===== config.mk =====
export PLATFORM = sky130hd
export DESIGN_NAME = seq_mult_hs
export DESIGN_NICKNAME = d
export VERILOG_FILES = /design/src/rtl/seq_mult_pkg.sv /design/src/rtl/seq_mult_dp.sv /design/src/rtl/seq_mult_hs.sv
export SDC_FILE = /design/constraint.sdc
export NUM_CORES = 1
export LEC_CHECK = 0
export BUFFER_PORTS_ARGS = -buffer_cell sky130_fd_sc_hd__buf_4
export CORE_UTILIZATION = 50
export DETAILED_ROUTE_END_ITERATION = 6
export PLACE_DENSITY_LB_ADDON = 0.25
export SLEW_MARGIN = 20
export SYNTH_ARGS = -nofsm -noshare
export SYNTH_HDL_FRONTEND = slang
export SYNTH_SLANG_ARGS = --single-unit

===== constraint.sdc =====
create_clock -name clk -period 9.35 [get_ports clk]
set_clock_uncertainty 0.2 [all_clocks]
set_input_delay 1.87 -clock clk [delete_from_list [all_inputs] [get_ports clk]]
set_output_delay 1.87 -clock clk [all_outputs]
set_load 0.02 [all_outputs]

===== src/rtl/seq_mult_pkg.sv =====
// Shared types and helpers for the sequential shift-add multiplier.
// State encoding and operand magnitude function.
package seq_mult_pkg;

    typedef enum logic [1:0] {
        IDLE = 2'd0,
        RUN  = 2'd1,
        DONE = 2'd2
    } state_t;

    // Widest operand the magnitude helper handles; callers zero-extend
    // into this width and truncate the result back to their own width.
    localparam int MAG_MAX_W = 64;

    // Two's complement negation modulo 2^MAG_MAX_W; after truncation to
    // the caller's width this is the unsigned magnitude, so -2^(W-1)
    // comes back as 2^(W-1) which still fits in W unsigned bits.
    function automatic logic [MAG_MAX_W-1:0] mag_of(
        input logic [MAG_MAX_W-1:0] val,
        input logic                 neg
    );
        return neg ? -val : val;
    endfunction

endpackage


===== src/rtl/seq_mult_dp.sv =====
// Datapath: operand capture, shift-add accumulation and final sign fix.
// Control (load/step) comes from the handshake FSM in seq_mult_hs.
module seq_mult_dp #(
    parameter int WIDTH = 8,
    parameter int CNT_W = $clog2(WIDTH + 1)
) (
    input  logic               clk,
    input  logic               rst,
    input  logic               load,
    input  logic               step,
    input  logic [WIDTH-1:0]   a,
    input  logic [WIDTH-1:0]   b,
    input  logic               is_signed,
    output logic               last,
    output logic [2*WIDTH-1:0] product
);
    import seq_mult_pkg::*;

    logic [WIDTH-1:0]   mcand;
    logic [WIDTH-1:0]   mplier;
    logic               neg;
    logic [2*WIDTH-1:0] acc;
    logic [2*WIDTH-1:0] acc_next;
    logic [2*WIDTH-1:0] addend;
    logic [2*WIDTH-1:0] prod_q;
    logic [CNT_W-1:0]   cnt;

    logic               a_neg;
    logic               b_neg;
    logic [WIDTH-1:0]   a_mag;
    logic [WIDTH-1:0]   b_mag;

    assign a_neg = is_signed & a[WIDTH-1];
    assign b_neg = is_signed & b[WIDTH-1];
    assign a_mag = WIDTH'(mag_of(MAG_MAX_W'(a), a_neg));
    assign b_mag = WIDTH'(mag_of(MAG_MAX_W'(b), b_neg));

    assign addend   = {{WIDTH{1'b0}}, mcand} << cnt;
    assign acc_next = mplier[0] ? acc + addend : acc;
    assign last     = (cnt == CNT_W'(WIDTH - 1));
    assign product  = prod_q;

    // Capture magnitudes on accept, then one partial product per step;
    // the last step also writes the sign-corrected product.
    always_ff @(posedge clk) begin
        if (rst) begin
            mcand  <= '0;
            mplier <= '0;
            neg    <= 1'b0;
            acc    <= '0;
            cnt    <= '0;
            prod_q <= '0;
        end else if (load) begin
            mcand  <= a_mag;
            mplier <= b_mag;
            neg    <= a_neg ^ b_neg;
            acc    <= '0;
            cnt    <= '0;
        end else if (step) begin
            acc    <= acc_next;
            mplier <= mplier >> 1;
            cnt    <= cnt + CNT_W'(1);
            if (last) begin
                prod_q <= neg ? -acc_next : acc_next;
            end
        end
    end

endmodule


===== src/rtl/seq_mult_hs.sv =====
// Sequential WIDTH x WIDTH multiplier with ready/valid on both sides.
// One operation in flight; handshake outputs decode the state register.
module seq_mult_hs #(
    parameter int WIDTH = 8,
    parameter int CNT_W = $clog2(WIDTH + 1)
) (
    input  logic               clk,
    input  logic               rst,
    input  logic               in_valid,
    output logic               in_ready,
    input  logic [WIDTH-1:0]   a,
    input  logic [WIDTH-1:0]   b,
    input  logic               is_signed,
    output logic               out_valid,
    input  logic               out_ready,
    output logic [2*WIDTH-1:0] product,
    output logic               busy
);
    import seq_mult_pkg::*;

    state_t state_q;
    state_t state_d;
    logic   load;
    logic   step;
    logic   last;

    // State register; reset aborts any operation in progress.
    always_ff @(posedge clk) begin
        if (rst) begin
            state_q <= IDLE;
        end else begin
            state_q <= state_d;
        end
    end

    // Next state and datapath strobes.
    always_comb begin
        state_d = state_q;
        load    = 1'b0;
        step    = 1'b0;
        unique case (state_q)
            IDLE: begin
                if (in_valid) begin
                    load    = 1'b1;
                    state_d = RUN;
                end
            end
            RUN: begin
                step = 1'b1;
                if (last) begin
                    state_d = DONE;
                end
            end
            DONE: begin
                if (out_ready) begin
                    state_d = IDLE;
                end
            end
            default: begin
                state_d = IDLE;
            end
        endcase
    end

    assign in_ready  = (state_q == IDLE);
    assign out_valid = (state_q == DONE);
    assign busy      = (state_q == RUN) || (state_q == DONE);

    seq_mult_dp #(
        .WIDTH (WIDTH),
        .CNT_W (CNT_W)
    ) u_dp (
        .clk       (clk),
        .rst       (rst),
        .load      (load),
        .step      (step),
        .a         (a),
        .b         (b),
        .is_signed (is_signed),
        .last      (last),
        .product   (product)
    );

endmodule


==> results of run 1 <==
routing by layer:
metal | GRT usage (%) | part of all wire, %
met4 | 9.744 | 2.8
met5 | 0 | 0
met2 | 37.77 | 46
met1 | 30.00 | 48
met3 | 2.994 | 3.4
cells in the mapped netlist (2+ instances only):
library cell / number
nor2_1: 65
nand2_1: 59
dfxtp_1: 55
a21oi_1: 29
a211oi_1: 24
ha_1: 23
mux2i_1: 22
clkbuf_1: 21
xnor2_1: 19
inv_1: 17
o21ai_0: 15
nor3_1: 13
nand3_1: 12
xor2_1: 12
mux2_2: 10
a311oi_1: 8
a31oi_1: 8
o31ai_1: 7
o22ai_1: 6
clkbuf_8: 5
nand3b_1: 5
o211ai_1: 5
or3_1: 5
a211oi_2: 4
and3_1: 4
buf_6: 4
nand2b_1: 4
nand4_1: 3
o2111ai_1: 3
o21a_1: 3
a211o_1: 2
a21o_1: 2
a221oi_2: 2
a2bb2oi_1: 2
and3_2: 2
nand2_2: 2
nand3_2: 2
nor2b_1: 2
o211a_1: 2
o41ai_1: 2
or4_1: 2
critical path: cells and delay by family (launching register included):
kind,cells,cell delay (ns)
XOR/XNOR,1,0.29
AO/OA/AOI/OAI,8,2.04
flip-flops,1,0.73
AND/OR/NAND/NOR,3,0.20
adder cells (fa/ha/maj),1,0.41
multiplexers,2,0.60
power by group through the flow:
| stage | registers (uW) | clock network [uW] | logic, uW |
|---|---|---|---|
| after floorplan | 302 | 0 | 453 |
| after global placement | 320 | 0 | 526 |
| after detailed placement | 322 | 0 | 540 |
| after CTS | 316 | 152 | 542 |
| after global routing | 323 | 160 | 600 |
| final | 317 | 149 | 543 |
logic make-up (layout without fill, tap and decap cells):
logic type	after synthesis	count (layout)	share of synthesized area (%)
adder cells (fa/ha/maj)	24	24	7.252
flip-flops	55	55	25.94
XOR/XNOR	31	31	6.397
multiplexers	32	32	7.842
buffers and inverters	50	68	6.309
AND/OR/NAND/NOR	196	196	22.55
AO/OA/AOI/OAI	136	136	23.70
sequential cells by signal (all words and copies together) (netlist names):
signal and cells:
u_dp.mcand 8, u_dp.product 16, u_dp.neg 1, u_dp.mplier 8
u_dp.acc 16, u_dp.cnt 4, state_q 2
through the flow:
step / setup WS [ns] / instances
2_1_floorplan: 5.322 / 524
3_3_place_gp: 5.037 / 639
3_5_place_dp: 4.882 / 639
4_1_cts: 4.860 / 647
5_1_grt: 4.492 / 647
6_report: 4.778 / 647
area by class of cell:
cell class	instances	area [sq um]	area share, %
inverters	19	71.32	1.554
clock inverters	1	7.507	0.1635
flip-flops and latches	55	1101	23.98
repair buffers	41	307.8	6.705
well taps	105	131.4	2.862
multi-input cells	419	2875	62.63
clock buffers	7	96.34	2.099
worst paths after layout:
path         slack [ns]  cells past startpoint               end
max                4.78                     15  u_dp.product[13]
min                0.26                      2   u_dp.product[9]
max reg2reg        4.78                     15  u_dp.product[13]
min reg2reg        0.26                      2   u_dp.product[9]
==> reports/qor.txt, run 1 <==
Status: finished clean
Switching Power: 447.6 uW
Bufs on Longest Clock Path: 2
Post-Synthesis Cells: 524
Sw Ratio: 44.36%
Largest cells by area after synthesis: dfxtp_1, ha_1, nor2_1, nand2_1, mux2i_1
Reg power frac: 31.5%
Layout Nets: 586
Max Cap Viol: 0
PwrDens: 219.8 mW/mm^2
Max-slew headroom: 35.82%
Syn_nets: 569
Max Clk Rate: 218.7 MHz
Core ar.: 0.008217 sq mm
Mean area per synthesized cell: 8.099 sq um
N_diodes: 0
Worst R2R Start: u_dp.cnt[1]
GRT Residual Overflow: 0
DR iter-0 viols: 203
Slowest-stage cell, CP: dfxtp_1
Crit Path Category: flip-flop to flip-flop
Worst path cell trace: mux2i_1 -> mux2_2 -> nor2_1 -> a31oi_1 -> nor2_1 -> ha_1 -> a21oi_2 -> o221a_1 -> o31ai_1 -> o41ai_1 -> xor2_1 -> a31oi_1 -> o21ai_0 -> nor4b_1 -> a211o_1
Cell taking the most area after synthesis: dfxtp_1
Setup bufs post-CTS: 0
Finished Cell Area: 0.004591 sq mm
Routability cong.: 0.8781
Final Hold Fails: 0
Period utilization: 48.89%
Final setup vio count: 0
Detail Route Antenna Nets: 0
Post-cts resize count: 0
Area delta synth->final: 8.166%
Critical Path End Type: flip-flop
Core Rows: 33
Routed wire length: 9.733 mm
Fin crit period: 4.572 ns
Syn Std Cell Area: 0.004244 sq mm
H-tree Lvls: 2
Commonest non-fill, non-tap cells in the layout: nor2_1, nand2_1, dfxtp_1
Register area share after synthesis: 25.94%
DR vias: 3811
RSZ-0062 raised after global routing: no
Hold/Removal Path Class: flip-flop to flip-flop
Post-DP Area: 0.004487 sq mm
Share of layout cells above drive strength 1: 15.87%
Pwr Total: 1009 uW
GRT Total Usage: 22.99%
Fillers: 818
First-pass GRT wire length: 16.25 mm
Largest stage delay, worst path: 0.73 ns
Clock root buffer: clkbuf_8
Number of distinct library cells after synthesis: 73
Slew Limit Fails: 0
Initial antenna violation count: 0
DRT Pass-1 Iters: 5
Commonest non-fill, non-tap cell in the layout: nor2_1
Setup TNS: 0 ns
Asr flop ratio synth: 0%
Ports: 40
Routed WL per cell: 15.04 um
Combinational share of power: 53.8%
Critical path arrival: 4.59 ns
Number of flops mapped to enable cells by yosys: 0
PortBufs: 39
Full die area: 0.008860 sq mm
Largest net degree at the start of global routing: 44
Crit. Startpoint: u_dp.cnt[1]
Synth Flop Type: dfxtp_1
Vias per cell: 5.890
Clock transition at the registers of the reported paths: 0.10 ns
Startpoint types: flip-flop
Clock network fraction of design power: 14.8%
Min-delay src: u_dp.product[9]
Crit path max fanout: 17
Chip height: 94.13 um
Synth top area share: 25.94%
Dpl hpwl: 7.235 mm
Die Width: 94.13 um
Flops & latches, synth: 55
Core Util, Final: 55.87%
Worst skew pair latency: 0.31 ns
Initial core utilization: 51.65%
VDD IR max: 0.0001276 V
CTS Buf Count: 5
CTS Hold Buffers Added: 0
Cell Int Power: 561.5 uW
Data required time of the worst path: 9.37 ns
Vias in the first global route: 3477
Static Leak: 0.001792 uW
CTS tree: done
Slew @ Worst Pin: 0.9626 ns
CTS Sinks: 55
YS warnings: 0
Residual DRC: 0
Hold_ws: 0.2569 ns
Note: power is estimated with default switching activity, not from simulation.
==> run 2, diff against run 1 <==
==> constraint.sdc (replaced) <==
create_clock -name clk -period 4.2 [get_ports clk]
set_clock_uncertainty 0.2 [all_clocks]
set_input_delay 0.84 -clock clk [delete_from_list [all_inputs] [get_ports clk]]
set_output_delay 0.84 -clock clk [all_outputs]
set_load 0.02 [all_outputs]
==> run 2 against run 1 <==
Against the previous run:
- core utilization grew 1.8 points
- setup slack lost 4.6 ns
- sequential power grew 130%
- clock-buffer cell count shrank 2
- first-iteration DRC count shrank 4.4%
- design area grew 3.3%
- global-route usage grew 0.84 points
- via count grew 0.92%
- critical path depth is the same
- critical endpoint is now u_dp.product[14]
- largest cell class unchanged
==> reports/qor.txt, run 2 (synthesis gave the netlist of run 1 again) <==
Status: finished clean
Static Leak: 0.001863 uW (+4.0%)
Vias in the first global route: 3499 (+0.63%)
Max-slew headroom: 39.71% (+3.9 points)
Routed wire length: 10.11 mm (+3.9%)
GRT Residual Overflow: 0 (unchanged)
Slew @ Worst Pin: 0.9043 ns (-0.05831 ns)
Combinational share of power: 55.9% (+2.1 points)
GRT Total Usage: 23.83% (+0.84 points)
Initial core utilization: 51.65% (unchanged)
Clock transition at the registers of the reported paths: 0.11 ns (about the same)
Ports: 40 (unchanged)
Core Rows: 33 (unchanged)
Detail Route Antenna Nets: 0 (unchanged)
Finished Cell Area: 0.004741 sq mm (+3.3%)
Commonest non-fill, non-tap cells in the layout: nor2_1, nand2_1, buf_4
Share of layout cells above drive strength 1: 19.60% (+3.7 points)
Crit Path Category: flip-flop to flip-flop
Max Clk Rate: 249.7 MHz (+14%)
Hold/Removal Path Class: flip-flop to flip-flop
Full die area: 0.008860 sq mm (unchanged)
Period utilization: 95.37% (+46 points)
CTS Sinks: 55 (unchanged)
Crit path max fanout: 7 (-10)
Clock network fraction of design power: 13.6% (-1.2 points)
Data required time of the worst path: 4.24 ns (-5.13 ns)
Switching Power: 1039 uW (+130%)
Place WS: 0.008535 ns (-4.874 ns)
Chip height: 94.13 um (unchanged)
Reg power frac: 30.5% (-1.0 points)
Final setup vio count: 0 (unchanged)
First-pass GRT wire length: 16.78 mm (+3.3%)
Residual DRC: 0 (unchanged)
Most used cell, CP: nor2_1
Dpl hpwl: 7.895 mm (+9.1%)
Initial antenna violation count: 0 (unchanged)
CTS tree: done
Setup TNS: 0 ns (unchanged)
Area delta synth->final: 11.70%
Largest stage delay, worst path: 0.63 ns (-0.10 ns)
Bufs on Longest Clock Path: 2 (unchanged)
RSZ-0062 raised after global routing: no
Layout Nets: 600 (+2.4%)
Routability cong.: 0.9208 (+4.9%)
Startpoint types: flip-flop
CTS Buf Count: 5 (unchanged)
Die Width: 94.13 um (unchanged)
Critical Path End Type: flip-flop
Routed WL per cell: 15.29 um (+1.7%)
Worst path cell trace: mux2i_2 -> mux2_2 -> nor2_1 -> a31oi_1 -> nor2_1 -> ha_4 -> o211ai_1 -> o211a_1 -> or4_2 -> and3_2 -> nand4_1 -> o31a_1 -> nor2_1 -> xnor2_1 -> a211oi_1
Final worst-path setup slack: 0.1947 ns (-4.584 ns)
Max Cap Viol: 0 (unchanged)
DR iter-0 viols: 194 (-4.4%)
H-tree Lvls: 2 (unchanged)
PortBufs: 39 (unchanged)
Cell Int Power: 1301 uW (+130%)
Vias per cell: 5.818 (-1.2%)
DR vias: 3846 (+0.92%)
N_diodes: 0 (unchanged)
Fin crit period: 4.005 ns (-0.5662 ns)
DRT Pass-1 Iters: 4 (-1)
Final Hold Fails: 0 (unchanged)
Largest net degree at the start of global routing: 39 (-11%)
Commonest non-fill, non-tap cell in the layout: nor2_1
Sw Ratio: 44.41% (+0.052 points)
Fillers: 804 (-1.7%)
Clock root buffer: clkbuf_8
Post-DP Area: 0.004577 sq mm (+2.0%)
VDD IR max: 0.0003344 V (+160%)
Worst skew pair latency: 0.32 ns (about the same)
Min-delay src: u_dp.product[5]
Slew Limit Fails: 0 (unchanged)
Critical path arrival: 4.04 ns (-0.55 ns)
PwrDens: 493.5 mW/mm^2 (+120%)
Slowest-stage cell, CP: or4_2
Crit. Startpoint: u_dp.cnt[1]
Core ar.: 0.008217 sq mm (unchanged)
Worst R2R Start: u_dp.cnt[1]
-- run 2: layer usage --
layer | GRT usage [%] | share of wire (%) | vias up
met5 | 0 | 0 | -
met4 | 5.641 | 1.0 | 0
met3 | 2.670 | 2.7 | 7
met2 | 42.21 | 50 | 56
met1 | 30.61 | 47 | 1813
li1 | - | - | 1970
-- run 2: final cells by class --
type	instances	area [sq um]	area share, %
clock buffer	5	68.82	1.452
clock inverter	3	27.53	0.5806
inverter	19	71.32	1.504
multi-input combinational	419	2919	61.57
sequential	55	1106	23.33
tap	105	131.4	2.771
timing repair buffer	55	416.7	8.789
-- run 2: metrics by stage --
step | total power [uW] | util, % | instances | hold WS (ns)
2_1_floorplan | 1679 | - | 524 | 0.2495
3_3_place_gp | 1936 | 55.70 | 651 | 0.2408
3_5_place_dp | 1967 | 55.70 | 651 | 0.2490
4_1_cts | 2291 | 56.89 | 659 | 0.2677
5_1_grt | 2523 | 57.70 | 661 | 0.2841
6_report | 2340 | 57.70 | 661 | 0.2634
-- run 2: power groups by stage --
stage | sequential [uW] | combinational, uW | clock (uW)
floorplan | 672 | 1010 | 0
global placement | 715 | 1220 | 0
detailed placement | 719 | 1250 | 0
CTS | 708 | 1250 | 329
global route | 728 | 1450 | 349
finish | 714 | 1310 | 318
-- run 2: final timing paths --
check,end,slack [ns],cells after the start
setup / recovery,u_dp.product[14],0.19,15
hold / removal,u_dp.product[5],0.26,2
setup reg to reg,u_dp.product[14],0.19,15
hold reg to reg,u_dp.product[5],0.26,2
-- run 2: critical path: cells and delay by family, from the launching register on --
family | cells | cell delay (ns)
adder cells (fa/ha/maj) | 1 | 0.34
multiplexers | 2 | 0.45
AND/OR/NAND/NOR | 6 | 1.24
flip-flops | 1 | 0.42
XOR/XNOR | 1 | 0.14
AO/OA/AOI/OAI | 5 | 1.14
-- run 2: timing repair --
action	CTS	global route
setup endpoints to repair	1	5
pin swaps	0	2
gates resized for setup	1	13
buffers inserted	0	2
hold buffers	0	0
endpoints found under the hold margin	0	0
==> run 3, diff against run 2 <==
--- a/config.mk
+++ b/config.mk
@@ -9,7 +9,9 @@
 export CORE_UTILIZATION = 50
 export DETAILED_ROUTE_END_ITERATION = 6
 export PLACE_DENSITY_LB_ADDON = 0.25
+export SKIP_CTS_REPAIR_TIMING = 1
 export SLEW_MARGIN = 20
 export SYNTH_ARGS = -nofsm -noshare
 export SYNTH_HDL_FRONTEND = slang
+export SYNTH_HIERARCHICAL = 1
 export SYNTH_SLANG_ARGS = --single-unit
==> run 3 against run 2 <==
Against the previous run:
- non-clock buffer count rose by 19
- first-iteration DRC count is 59% higher
- final cell count grew 7.4%
- sequential share of layout area down 1.4 points
- worst hold slack worse by 0.00083 ns
- design area grew 6.1%
- synthesized cell count is 7.3% higher
- die area is 2.5% higher
- global-route usage rose by 3.5 points
- via count up 14%
- sequential power shrank 3.6%
==> reports/qor.txt, run 3 <==
Cell with the most instances after synthesis: nor2_1
Synth top cells by count: nor2_1, dfxtp_1, nand2_1
Slew Limit Fails: 0 (unchanged)
Commonest non-fill, non-tap cells in the layout: buf_4, nor2_1, dfxtp_1
Chip height: 95.31 um (+1.2%)
Die Width: 95.31 um (+1.2%)
Synth Flop Type: dfxtp_1
Max Clk Rate: 243.7 MHz (-2.4%)
Ports: 40 (unchanged)
Initial antenna violation count: 0 (unchanged)
Core Rows: 33 (unchanged)
Final setup vio count: 0 (unchanged)
Critical Path End Type: flip-flop
Routability cong.: 0.9098 (-1.2%)
Core ar.: 0.008341 sq mm (+1.5%)
Post-Synthesis Cells: 562 (+7.3%)
Final Hold Fails: 0 (unchanged)
Max-slew headroom: 58.78% (+19 points)
Mean area per synthesized cell: 7.745 sq um (-4.4%)
DRT Pass-1 Iters: 5 (+1)
Fin crit period: 4.104 ns (+0.09817 ns)
Status: finished clean
Share of layout cells above drive strength 1: 18.35% (-1.3 points)
Flops & latches, synth: 55 (unchanged)
DR iter-0 viols: 309 (+59%)
Number of flops mapped to enable cells by yosys: 0 (unchanged)
Syn_nets: 606 (+6.5%)
Asr flop ratio synth: 0% (unchanged)
Area delta synth->final: 15.52%
Clock root buffer: clkbuf_8
Syn Std Cell Area: 0.004353 sq mm (+2.6%)
Startpoint types: flip-flop
Slew @ Worst Pin: 0.6182 ns (-0.2861 ns)
DR vias: 4396 (+14%)
Synth top area share: 25.29% (-0.65 points)
Final Non-Filler Cells: 710 (+7.4%)
PortBufs: 39 (unchanged)
Data required time of the worst path: 4.22 ns (-0.02 ns)
Period utilization: 97.70% (+2.3 points)
Hold/Removal Path Class: flip-flop to flip-flop
Global-route met1 utilization: 37.98% (+7.4 points)
Bufs on Longest Clock Path: 2 (unchanged)
GRT Residual Overflow: 0 (unchanged)
Worst path cell trace: mux2_4 -> mux4_2 -> and2_1 -> ha_1 -> a21oi_4 -> a21oi_1 -> and2_1 -> a311oi_2 -> and4_1 -> a21oi_1 -> or4_1 -> a311oi_1
Placed insts: 699 (+7.4%)
Crit Path Category: flip-flop to flip-flop
Detail Route Antenna Nets: 0 (unchanged)
Crit path max fanout: 7 (unchanged)
Layout Nets: 648 (+8.0%)
Met3 usage: 4.386% (+1.7 points)
VDD IR max: 0.0002236 V (-33%)
Register area share after synthesis: 25.29% (-0.65 points)
N_diodes: 0 (unchanged)
Largest stage delay, worst path: 0.53 ns (-0.10 ns)
Worst skew pair latency: 0.31 ns (about the same)
Number of distinct library cells after synthesis: 70 (-4.1%)
Initial core utilization: 52.19% (+0.54 points)
Residual DRC: 0 (unchanged)
PwrDens: 465.7 mW/mm^2 (-5.6%)
Core Util, Final: 60.29% (+2.6 points)
Largest cells by area after synthesis: dfxtp_1, a211oi_1, ha_1, nor2_1, mux2i_1
Commonest non-fill, non-tap cell in the layout: buf_4
Vias in the first global route: 3992 (+14%)
Max Cap Viol: 0 (unchanged)
GRT busiest layer: met2
H-tree Lvls: 2 (unchanged)
Full die area: 0.009083 sq mm (+2.5%)
Static Leak: 0.002065 uW (+11%)
Vias per cell: 6.192 (+6.4%)
Clock transition at the registers of the reported paths: 0.11 ns (about the same)
Routed wire length: 12.02 mm (+19%)
Dpl hpwl: 8.974 mm (+14%)
Critical path arrival: 4.12 ns (+0.08 ns)
Cell taking the most area after synthesis: dfxtp_1
GRT Total Usage: 27.29% (+3.5 points)
Slowest-stage cell, CP: or4_1
Met2 Usage GRT: 43.39% (+1.2 points)
First-pass GRT wire length: 19.51 mm (+16%)
CTS Sinks: 55 (unchanged)
Largest net degree at the start of global routing: 49 (+26%)
Routed WL per cell: 16.92 um (+11%)
CTS tree: done
YS warnings: 6 (+6)
CTS Buf Count: 5 (unchanged)
## run 3: changes by cell type after synthesis, sizes merged, moves of 4 or more
| cell | before | now |
|---|---|---|
| buf | 5 | 9 |
| a21o | 3 | 14 |
| xor2 | 12 | 8 |
| nor2b | 2 | 8 |
| a21oi | 30 | 37 |
| a211oi | 29 | 38 |
| o21ai | 15 | 21 |
| nand4 | 3 | 8 |
| nand2b | 4 | 12 |
| nand2 | 61 | 48 |
| clkbuf | 26 | 30 |
## run 3: metrics by stage
step | hold slack [ns] | instance area (sq um) | power, uW | setup TNS (ns) | setup WS, ns
after CTS | 0.2668 | 4977 | 2305 | -0.07920 | -0.07920
after detailed placement | 0.2447 | 4865 | 1932 | -0.03038 | -0.03038
final | 0.2626 | 5029 | 2342 | 0 | 0.09649
after global routing | 0.2842 | 5029 | 2498 | -0.02881 | -0.02881
after global placement | 0.2400 | 4865 | 1918 | 0 | 0.1054
after floorplan | 0.2545 | 4353 | 1551 | 0 | 0.04504
## run 3: power by group
part           total [uW]  internal [uW]  switching [uW]
Combinational        1280            539             746
Sequential            688            601            86.4
Clock                 370            178             192
## run 3: critical path, delay by kind of cell, from the launching register on
family                     cells  cell delay [ns]
AOI/OAI and AO/OA              5             1.02
adders and majority gates      1             0.33
DFF                            1             0.42
and+or+nand+nor                4             1.20
muxes                          2             0.84
## run 3: cells by family (layout without fill, tap and decap cells)
family / after synthesis / count (layout) / synth area share [%]
XOR/XNOR: 24 / 24 / 4.829
adder cells (fa/ha/maj): 23 / 23 / 6.783
multiplexers: 27 / 27 / 7.042
AO/OA/AOI/OAI: 171 / 171 / 27.59
flip-flops: 55 / 55 / 25.29
AND/OR/NAND/NOR: 202 / 202 / 23.02
buffers and inverters: 60 / 103 / 5.432
## run 3: cell type report
class | instances | area (sq um)
Clock inverter | 3 | 43.79
Clock buffer | 5 | 68.82
Inverter | 21 | 78.83
Fill cell | 782 | 3312
Sequential cell | 55 | 1105
Timing Repair Buffer | 74 | 555.5
Tap cell | 105 | 131.4
Multi-Input combinational cell | 447 | 3045
## run 3: worst paths after layout
check | startpoint | end | slack [ns] | depth (start not counted)
setup / recovery | u_dp/cnt[1] | u_dp/product[15] | 0.1 | 12
hold / removal | u_dp/product[6] | u_dp/product[6] | 0.26 | 2
setup reg to reg | u_dp/cnt[1] | u_dp/product[15] | 0.1 | 12
hold reg to reg | u_dp/product[6] | u_dp/product[6] | 0.26 | 2
## run 3: layer usage
layer / share of wire [%] / vias to the layer above
met5: 0 / -
met4: 1.7 / 0
met3: 5.1 / 18
met2: 45 / 133
met1: 48 / 2080
li1: - / 2165
